## src/rtl/cp0_pkg.sv

```systemverilog
// Shared CP0 definitions: exception codes, register numbers, bit positions, defaults.
package cp0_pkg;

  // ExcCode values
  localparam logic [4:0] EXC_INT  = 5'd0;
  localparam logic [4:0] EXC_ADEL = 5'd4;
  localparam logic [4:0] EXC_ADES = 5'd5;
  localparam logic [4:0] EXC_RI   = 5'd10;
  localparam logic [4:0] EXC_OV   = 5'd12;

  // CP0 register numbers
  localparam logic [4:0] CP0_SR    = 5'd12;
  localparam logic [4:0] CP0_CAUSE = 5'd13;
  localparam logic [4:0] CP0_EPC   = 5'd14;
  localparam logic [4:0] CP0_PRID  = 5'd15;

  // SR bit positions
  localparam int unsigned SR_IE_BIT  = 0;
  localparam int unsigned SR_EXL_BIT = 1;
  localparam int unsigned SR_IM_LO   = 10;
  localparam int unsigned SR_IM_HI   = 15;

  // Cause bit positions
  localparam int unsigned CAUSE_EXC_LO = 2;
  localparam int unsigned CAUSE_EXC_HI = 6;
  localparam int unsigned CAUSE_IP_LO  = 10;
  localparam int unsigned CAUSE_IP_HI  = 15;
  localparam int unsigned CAUSE_BD_BIT = 31;

  // EPC is word aligned
  localparam logic [31:0] EPC_MASK = 32'hFFFF_FFFC;

  localparam logic [31:0] DEF_HANDLER_PC = 32'h0000_4180;
  localparam logic [31:0] DEF_PRID_VAL   = 32'h0000_4C34;

endpackage

```

## src/rtl/cp0_exc_ctrl.sv

```systemverilog
// CP0 exception receiver at the M stage: accepts exceptions/interrupts, raises a
// one-cycle redirect, keeps SR/Cause/EPC and services mfc0/mtc0/eret.
module cp0_exc_ctrl
  import cp0_pkg::*;
#(
  parameter logic [31:0] HANDLER_PC = DEF_HANDLER_PC,
  parameter logic [31:0] PRID_VAL   = DEF_PRID_VAL
) (
  input  logic        clk,
  input  logic        reset_n,
  input  logic [4:0]  exc_code,
  input  logic [31:0] pc_m,
  input  logic        bd_m,
  input  logic [5:0]  hw_int,
  input  logic        cp0_we,
  input  logic [4:0]  cp0_addr,
  input  logic [31:0] cp0_wdata,
  input  logic        eret_m,
  output logic [31:0] cp0_rdata,
  output logic        exc_req,
  output logic [31:0] handler_pc,
  output logic [31:0] epc_out
);

  logic [5:0]  sr_im_q, sr_im_d;
  logic        sr_exl_q, sr_exl_d;
  logic        sr_ie_q, sr_ie_d;
  logic        cause_bd_q, cause_bd_d;
  logic [5:0]  cause_ip_q, cause_ip_d;
  logic [4:0]  cause_exc_q, cause_exc_d;
  logic [31:0] epc_q, epc_d;

  logic int_req;
  logic exc_accept;

  assign int_req    = (|(hw_int & sr_im_q)) & sr_ie_q & ~sr_exl_q;
  assign exc_accept = ~sr_exl_q & (int_req | (exc_code != EXC_INT));

  assign exc_req    = exc_accept;
  assign handler_pc = HANDLER_PC;
  assign epc_out    = epc_q;

  // Next-state: accept wins outright; otherwise mtc0 lands and eret then clears EXL.
  always_comb begin
    sr_im_d     = sr_im_q;
    sr_exl_d    = sr_exl_q;
    sr_ie_d     = sr_ie_q;
    cause_bd_d  = cause_bd_q;
    cause_exc_d = cause_exc_q;
    cause_ip_d  = hw_int;
    epc_d       = epc_q;
    if (exc_accept) begin
      sr_exl_d    = 1'b1;
      cause_exc_d = int_req ? EXC_INT : exc_code;
      cause_bd_d  = bd_m;
      epc_d       = (bd_m ? (pc_m - 32'd4) : pc_m) & EPC_MASK;
    end else begin
      if (cp0_we) begin
        case (cp0_addr)
          CP0_SR: begin
            sr_im_d  = cp0_wdata[SR_IM_HI:SR_IM_LO];
            sr_exl_d = cp0_wdata[SR_EXL_BIT];
            sr_ie_d  = cp0_wdata[SR_IE_BIT];
          end
          CP0_EPC: epc_d = cp0_wdata & EPC_MASK;
          default: ;
        endcase
      end
      if (eret_m) begin
        sr_exl_d = 1'b0;
      end
    end
  end

  // CP0 state registers
  always_ff @(posedge clk or negedge reset_n) begin
    if (!reset_n) begin
      sr_im_q     <= '0;
      sr_exl_q    <= 1'b0;
      sr_ie_q     <= 1'b0;
      cause_bd_q  <= 1'b0;
      cause_ip_q  <= '0;
      cause_exc_q <= '0;
      epc_q       <= '0;
    end else begin
      sr_im_q     <= sr_im_d;
      sr_exl_q    <= sr_exl_d;
      sr_ie_q     <= sr_ie_d;
      cause_bd_q  <= cause_bd_d;
      cause_ip_q  <= cause_ip_d;
      cause_exc_q <= cause_exc_d;
      epc_q       <= epc_d;
    end
  end

  // mfc0 read mux, unimplemented bits read as zero
  always_comb begin
    cp0_rdata = '0;
    case (cp0_addr)
      CP0_SR: begin
        cp0_rdata[SR_IM_HI:SR_IM_LO] = sr_im_q;
        cp0_rdata[SR_EXL_BIT]        = sr_exl_q;
        cp0_rdata[SR_IE_BIT]         = sr_ie_q;
      end
      CP0_CAUSE: begin
        cp0_rdata[CAUSE_BD_BIT]              = cause_bd_q;
        cp0_rdata[CAUSE_IP_HI:CAUSE_IP_LO]   = cause_ip_q;
        cp0_rdata[CAUSE_EXC_HI:CAUSE_EXC_LO] = cause_exc_q;
      end
      CP0_EPC:  cp0_rdata = epc_q;
      CP0_PRID: cp0_rdata = PRID_VAL;
      default:  cp0_rdata = '0;
    endcase
  end

endmodule

```

## config.mk

```make
export PLATFORM = sky130hd
export DESIGN_NAME = cp0_exc_ctrl
export DESIGN_NICKNAME = d
export VERILOG_FILES = /design/src/rtl/cp0_pkg.sv /design/src/rtl/cp0_exc_ctrl.sv
export SDC_FILE = /design/constraint.sdc
export NUM_CORES = 1
export LEC_CHECK = 0
export ABC_AREA = 1
export BUFFER_PORTS_ARGS = -buffer_cell sky130_fd_sc_hd__buf_2
export CAP_MARGIN = 0
export CORE_UTILIZATION = 23
export DETAILED_ROUTE_END_ITERATION = 10
export GPL_ROUTABILITY_DRIVEN = 0
export PLACE_DENSITY = 0.51
export SETUP_SLACK_MARGIN = 0.4
export SYNTH_ARGS = -nofsm -noshare
export SYNTH_HDL_FRONTEND = slang
export SYNTH_SLANG_ARGS = --single-unit
```

## constraint.sdc

```tcl
create_clock -name clk -period 2 [get_ports clk]
set_input_delay 0.3 -clock clk [delete_from_list [all_inputs] [get_ports clk]]
set_output_delay 0.3 -clock clk [all_outputs]
set_load 0.005 [all_outputs]
```

# After elaboration in Yosys (flattened, before gate mapping)
# Cells that the tools add are included.
# totals
latchBits	0
word_cells	43
out_inout_bits	97
register_bits	52
romBits	0
n_memories	0
ram_bits	0
# op_classes
mux	15
div	0
eq_ne	4
order_cmp	0
n_addsub	1
multipliers	0
n_bitwise	7
reduce_logical	9
shifts	0
# ops
op	count
32-bit 2-to-1 mux	4
32-bit by 3-bit subtractor with 32-bit output, second input constant	1
6-bit case mux with 4 select lines	1
5-bit by 4-bit equality test with 1-bit output, second input constant	4
15-bit 2-to-1 mux	1
5-bit case mux with 3 select lines	1
6-bit bitwise AND	1
3-bit nonzero test	2
6-bit OR reduction	1
5-bit 2-to-1 mux	1
5-bit nonzero test	1
1-bit 2-to-1 mux	4
2-bit case mux with 2 select lines	1
2-bit AND reduction	2
2-bit nonzero test	2
1-bit bitwise AND	3
3-bit 2-to-1 mux	1
3-bit AND reduction	1
1-bit NOT	2
1-bit case mux with 2 select lines	1
1-bit OR	1

# Logic depth before layout (Yosys ltp)
# Gate-level depths: netlist (run 1).
# depth
word_depth	8
mapped_depth	14
mapped_depth_nobuf	14

# Least setup slack after synthesis (run 1)
# Ideal clock, no wire load.
# synth_timing
path_kind	reg-to-output
from	register sr_im_q[3]
to	output exc_req
setup_slack_ns	0.576
path_stages_with_launch	11
required_ns	1.700
arrival_ns	1.124
path_buffers	2
path_cell_list	dfrtp_1 -> nand2_1 -> nand2_1 -> nor2_2 -> nand2_2 -> nand2_4 -> nand2_4 -> nand2_4 -> buf_6 -> inv_4 -> buf_6
# synth_between
elab_chain_len	6
# synth_rtl
element	line_no	text
start, declared	cp0_exc_ctrl.sv:25	logic [5:0] sr_im_q, sr_im_d;
start signal, assigned	cp0_exc_ctrl.sv:86	sr_im_q <= sr_im_d;
6-bit bitwise AND	cp0_exc_ctrl.sv:36	assign int_req = (|(hw_int & sr_im_q)) & sr_ie_q & ~sr_exl_q;
6-bit OR reduction	cp0_exc_ctrl.sv:36	
1-bit bitwise AND (2 in series)	cp0_exc_ctrl.sv:36	
1-bit OR	cp0_exc_ctrl.sv:37	assign exc_accept = ~sr_exl_q & (int_req | (exc_code != EXC_INT));
1-bit bitwise AND	cp0_exc_ctrl.sv:37	
end, declared	cp0_exc_ctrl.sv:20	output logic exc_req,
# No other way between the ends.

# Worst setup path after layout (run 1)
# layout_timing
from	register sr_im_q[4]
to	output exc_req
# Same word-level chain as after synthesis.

==> impl_metrics.yaml, run 1 <==
final_layout:
  layoutNonFillerInstCount: 972
  final_common_cell: "nand2_1"
  drive_gt1_share_pct: 29.8
  area_growth_pct: 32.4
  final_cell_mix: "nand2_1 (188), buf_2 (144), inv_1 (64)"
  final_nets: 837
  num_antenna_cells: 0
critical_path:
  crit_end: "exc_req"
  ff2ff_path_depth: 12
  r2r-start: "sr_im_q[4]$_DFFE_PN0P_"
  worstSetupPathType: "flop to primary output"
  timing.rr.end: "epc_out[2]$_DFFE_PN0P_"
  endpoint_kind: "primary output"
  critPathRequiredTime_ns: 1.70
  crit_path_max_incr_delay_ns: 0.37
  r2r_slack_ns: 0.40
  cp.arrival_ns: 1.38
  slowest_stage: "dfrtp_1"
  critical_path.cell_chain: "nand2_1 > nand2_1 > nor2_2 > nand2_2 > nand2_4 > nand2_4 > nand2_8 > inv_16 > buf_6"
  crit_start: "sr_im_q[4]$_DFFE_PN0P_"
  start_kind: "flop"
  path_max_fanout: 4
detailed_routing:
  drtAntennaViolNets: 0
  drt_iter0_drc: 222
  drt-pass1-iter-count: 5
  drc_errors: 0
  wire_per_inst_um: 14.1
  wirelength_um: 13700
  routed_via_density: 4.17
  vias: 4050
grt:
  use_met1_pct: 21.6
  grt_first_pass_wirelength_um: 21000
  grt_max_degree: 34
  grt.busiest_layer: "met2"
  gr-usage-all-layers_pct: 15.6
  grt_antenna_before_repair: 0
  use_met2_pct: 25.4
  use_met3_pct: 2.08
  grt_pass1_vias: 3725
  overflow: 0
logic_synthesis:
  ys_types: 35
  synth_area_mm2: 0.00391
  synth-seq-cells: 50
  ys_top_cells_by_area: "dfrtp_1 (32%), nand2_1 (18%), buf_4 (7.1%)"
  async_reset_ff_share_pct: 100
  synth_ff_type: "dfrtp_1"
  synth_area_per_cell_um2: 6.63
  syn_inst: 590
  synth_edf_count: 0
  synth_top_area_share_pct: 32.0
  yosysTopAreaCell: "dfrtp_1"
  ys_seq_area_share_pct: 32.0
  ys.warnings.count: 0
placed_design:
  hpwl_um: 10800
  port_buffers: 145
  dp_cells: 945
clock_tree:
  cts-root-buf: "clkbuf_16"
  cts_htree_levels: 2
  insertion_delay_ns: 0.29
  clk_pin_slew_ns: 0.07
  cts_made_buffers: 5
  cts.sinks: 50
  cts_tree: "done"
  cts_buffer_depth: 2
timing:
  fin_crit_sh_pct: 84.0
  fin_setup_tns_ns: 0
  rsz0062_at_grt: "true"
  period_needed_ns: 1.68
  slew_viol_final: 0
  hold_slack_ns: 0.124
  setup_viol: 0
  fmax_mhz: 595
  fin_skew_ns: 0.00679
  finalHoldViolCount: 0
run:
  maxCapViolations: 0
power_and_ir_drop:
  power_density_mw_per_mm2: 1010
  cellLeakagePower_uw: 0.00284
  irDropWorstVdd_mv: 0.440
die:
  die_area_mm2: 0.0175
  die_w_um: 132
  die_height_um: 132
  initial_utilization_pct: 23.6
  std_cell_rows: 47
  ios: 182
  coreArea_mm2: 0.0166
status:
  status: "completed"
min_path:
  min_path_type: "input port to flop"
[timing repair]
| action | in CTS | in global routing |
|---|---|---|
| gates resized for setup | 18 | 20 |
| hold buffers | 1 | 0 |
| pin swaps | 8 | 7 |
| endpoints found under the setup margin | 39 | 57 |
| hold endpoints to repair | 17 | 0 |
| setup buffers | 12 | 3 |
| cloned | 2 | 1 |
[report_power, final]
part | switching (µW) | total [µW] | internal [µW] | leakage [µW]
sequential | 326 | 1770 | 1450 | 0.000592
combinational | 1460 | 2570 | 1120 | 0.00218
clock | 381 | 878 | 497 | 0.0000739
total | 2160 | 5220 | 3060 | 0.00284
[per-layer routing]
metal / wire [µm] / share of wire [%]
met1: 6650 / 49
met2: 6330 / 46
met3: 552 / 4.0
met4: 162 / 1.2
met5: 0 / 0
[per-stage QoR]
step	worst slack (ns)	power, µW	utilization, %	area (µm²)
2_1_floorplan	0.576	3150	-	4030
3_3_place_gp	0.193	3880	28.5	4730
3_5_place_dp	0.179	3910	28.5	4730
4_1_cts	0.263	5080	30.5	5060
5_1_grt	0.236	5670	31.2	5180
6_report	0.320	5220	31.2	5180
[cells in the mapped netlist (6+ instances only)]
library cell  instances
buf_4                37
buf_6                 6
o21ai_1              30
inv_1                66
nand2_2               6
nand3_1              39
nand4_1              12
nor2_1               67
nand2_1             188
buf_2                 6
o21ai_0              14
dfrtp_1              50
xor2_1               11
[worst min-delay path by stage]
stage | cells after the start | end | from
after global placement | 1 | cause_exc_q[2]$_DFFE_PN0P_ | reset_n
after global routing | 1 | cause_ip_q[0]$_DFF_PN0_ | hw_int[0]
after floorplan | 0 | cause_bd_q$_DFFE_PN0P_ | reset_n
after detailed placement | 1 | cause_exc_q[2]$_DFFE_PN0P_ | reset_n
after CTS | 1 | cause_ip_q[0]$_DFF_PN0_ | hw_int[0]
final | 1 | cause_ip_q[0]$_DFF_PN0_ | hw_int[0]
[layout make-up]
type / instances / area (µm²)
fillers: 1912 / 11400
multi-input cells: 449 / 2170
flip-flops and latches: 50 / 1250
repair buffers: 173 / 1030
inverters: 71 / 300
well taps: 220 / 275
clock buffers: 7 / 143
repair inverters: 1 / 8.76
clock inverters: 1 / 5.00
[critical path: cells and delay by family (launching register included)]
family / cells / cell delay, ns
and+or+nand+nor: 7 / 0.57
DFF: 1 / 0.37
buffers and inverters: 2 / 0.15
[state kept, by name, indices dropped and copies added, names as in the netlist]
register and cells:
sr_exl_q 1, sr_im_q 6, epc_out 30, cause_bd_q 1, sr_ie_q 1, cause_exc_q 5, cause_ip_q 6
[cell families (layout without fill, tap and decap cells)]
family                     after synthesis  in the layout  synth area share (%)
AOI/OAI and AO/OA                       57             57                  8.51
buffers and inverters                  123            253                  16.8
xor gates and xnor gates                14             14                  3.14
DFF                                     50             50                  32.0
and+or+nand+nor                        343            343                  39.1
adders and majority gates                1              1                 0.320
other                                    2             34                 0.192
Power figures use the tool's default switching activity.
==> run 2: changes to the inputs <==
==> constraint.sdc (replaced) <==
create_clock -name clk -period 1.55 [get_ports clk]
set_input_delay 0.2325 -clock clk [delete_from_list [all_inputs] [get_ports clk]]
set_output_delay 0.2325 -clock clk [all_outputs]
set_load 0.005 [all_outputs]
==> run 2 against run 1 <==
Compared with the run above: the run now ends with setup timing left; final cell count is 3.5% higher; register-to-register slack worse by 0.42 ns; die area did not move; core utilization is 4.7 points higher; hold slack got worse by 0.070 ns; first-iteration DRC count down 15%; worst setup slack got worse by 0.40 ns; sequential cell count unchanged; combinational power rose by 58%; critical path type unchanged; highest routed layer unchanged.
==> impl_metrics.yaml, run 2 (synthesized netlist as in run 1, its figures left out) <==
status:
  status: "finished with violations"
  violations: "setup timing"
timing:
  period_needed_ns: 1.63
  fin_skew_ns: 0.00867
  setup_viol: 20
  slew_viol_final: 0
  rsz0062_at_grt: "true"
  finalHoldViolCount: 0
  setup_slack_ns: -0.0778
  fin_setup_tns_ns: -0.298
  fmax_mhz: 614
  fin_crit_sh_pct: 105
min_path:
  min_path_type: "input port to flop"
detailed_routing:
  drtAntennaViolNets: 0
  routed_via_density: 4.16
  wirelength_um: 14300
  drc_errors: 0
  drt_iter0_drc: 188
  vias: 4186
  wire_per_inst_um: 14.2
  drt-pass1-iter-count: 4
final_layout:
  fin_util_pct: 36.0
  final_nets: 870
  final_common_cell: "nand2_1"
  fillCellCount: 1847
  multi_input_area_mm2: 0.00252
  largest_reg_flops: 30
  area_growth_pct: 52.5
  drive_gt1_share_pct: 42.7
  final_cell_mix: "nand2_1 (145), buf_2 (140), inv_1 (61)"
  ff_latch_area_mm2: 0.00126
critical_path:
  endpoint_kind: "primary output"
  worstSetupPathType: "flop to primary output"
  critPathRequiredTime_ns: 1.32
  start_kind: "flop"
  path_max_fanout: 4
  cp.arrival_ns: 1.40
clock_tree:
  clk_pin_slew_ns: 0.07
  cts_made_buffers: 5
  cts_tree: "done"
  insertion_delay_ns: 0.30
  cts_buffer_depth: 2
  cts_htree_levels: 2
  cts-root-buf: "clkbuf_16"
  cts.sinks: 50
grt:
  overflow: 0
  grt_first_pass_wirelength_um: 21900
  grt_pass1_vias: 3969
  grt_max_degree: 20
  gr-usage-all-layers_pct: 16.4
  grt_antenna_before_repair: 0
run:
  maxCapViolations: 0
die:
  die_height_um: 132
  initial_utilization_pct: 23.6
  coreArea_mm2: 0.0166
  std_cell_rows: 47
  ios: 182
  die_w_um: 132
  die_area_mm2: 0.0175
power_and_ir_drop:
  cellLeakagePower_uw: 0.00318
  power_density_mw_per_mm2: 1300
  irDropWorstVdd_mv: 0.695
placed_design:
  port_buffers: 145
  hpwl_um: 11200
==> run 2: stage by stage <==
stage          cell area (µm²)  worst slack [ns]  hold slack [ns]  power (µW)  std cells
6_report                  5960           -0.0778           0.0540        7770       1006
5_1_grt                   5960            -0.170           0.0469        8390       1005
4_1_cts                   5640            -0.116           0.0448        7240       1000
3_5_place_dp              5050           -0.0360            0.220        5450        977
3_3_place_gp              5050           -0.0169            0.209        5410        977
2_1_floorplan             4090             0.174          -0.0631        4140        622
==> run 2: worst paths after layout <==
path                       cells past startpoint                        from  slack [ns]                          to
min in group asynchronous                      2                     reset_n        0.42  cause_exc_q[4]$_DFFE_PN0P_
max reg2reg                                   13      sr_im_q[5]$_DFFE_PN0P_       -0.02     epc_out[11]$_DFFE_PN0P_
max in group asynchronous                      3                     reset_n        0.64     epc_out[12]$_DFFE_PN0P_
min reg2reg                                    2  cause_exc_q[2]$_DFFE_PN0P_        0.49  cause_exc_q[2]$_DFFE_PN0P_
max                                            9      sr_im_q[5]$_DFFE_PN0P_       -0.08                     exc_req
min                                            1                   hw_int[4]        0.05     cause_ip_q[4]$_DFF_PN0_
==> run 2: worst max-delay path: stages, from the launching register on <==
cell and delay, ns:
dfrtp_1 0.39, nand2_2 0.08, nand2_2 0.06, nor2_4 0.10, nand2_2 0.07, nand2_4 0.07, nand2_4 0.06, nand2_8 0.12
inv_16 0.04, buf_6 0.10
==> run 2: report_power, final <==
| group | internal (µW) | switching (µW) |
|---|---|---|
| clock | 771 | 531 |
| combinational | 1840 | 2230 |
| sequential | 1870 | 525 |
==> run 2: final cells by class <==
cell class | instances | area share, %
multi-input combinational | 450 | 42.3
timing repair buffer | 205 | 23.9
sequential | 50 | 21.1
inverter | 71 | 4.99
tap | 220 | 4.62
clock buffer | 5 | 2.10
clock inverter | 3 | 0.797
timing repair inverter | 1 | 0.189
antenna | 1 | 0.0420
==> run 2: what timing repair did <==
| item | 4_1_cts | 5_1_grt |
|---|---|---|
| cloned | 4 | 2 |
| pin swaps | 21 | 26 |
| hold buffers | 1 | 0 |
| gates resized for setup | 69 | 85 |
| setup endpoints to repair | 77 | 78 |
| hold endpoints to repair | 14 | 0 |
| buffers inserted | 10 | 3 |
==> run 2: routing by layer <==
metal	global-route usage, %	up-vias	part of all wire (%)
li1	-	2165	-
met2	26.1	118	46
met4	4.34	0	1.3
met3	2.11	9	4.7
met1	23.1	1894	48
met5	0	-	0
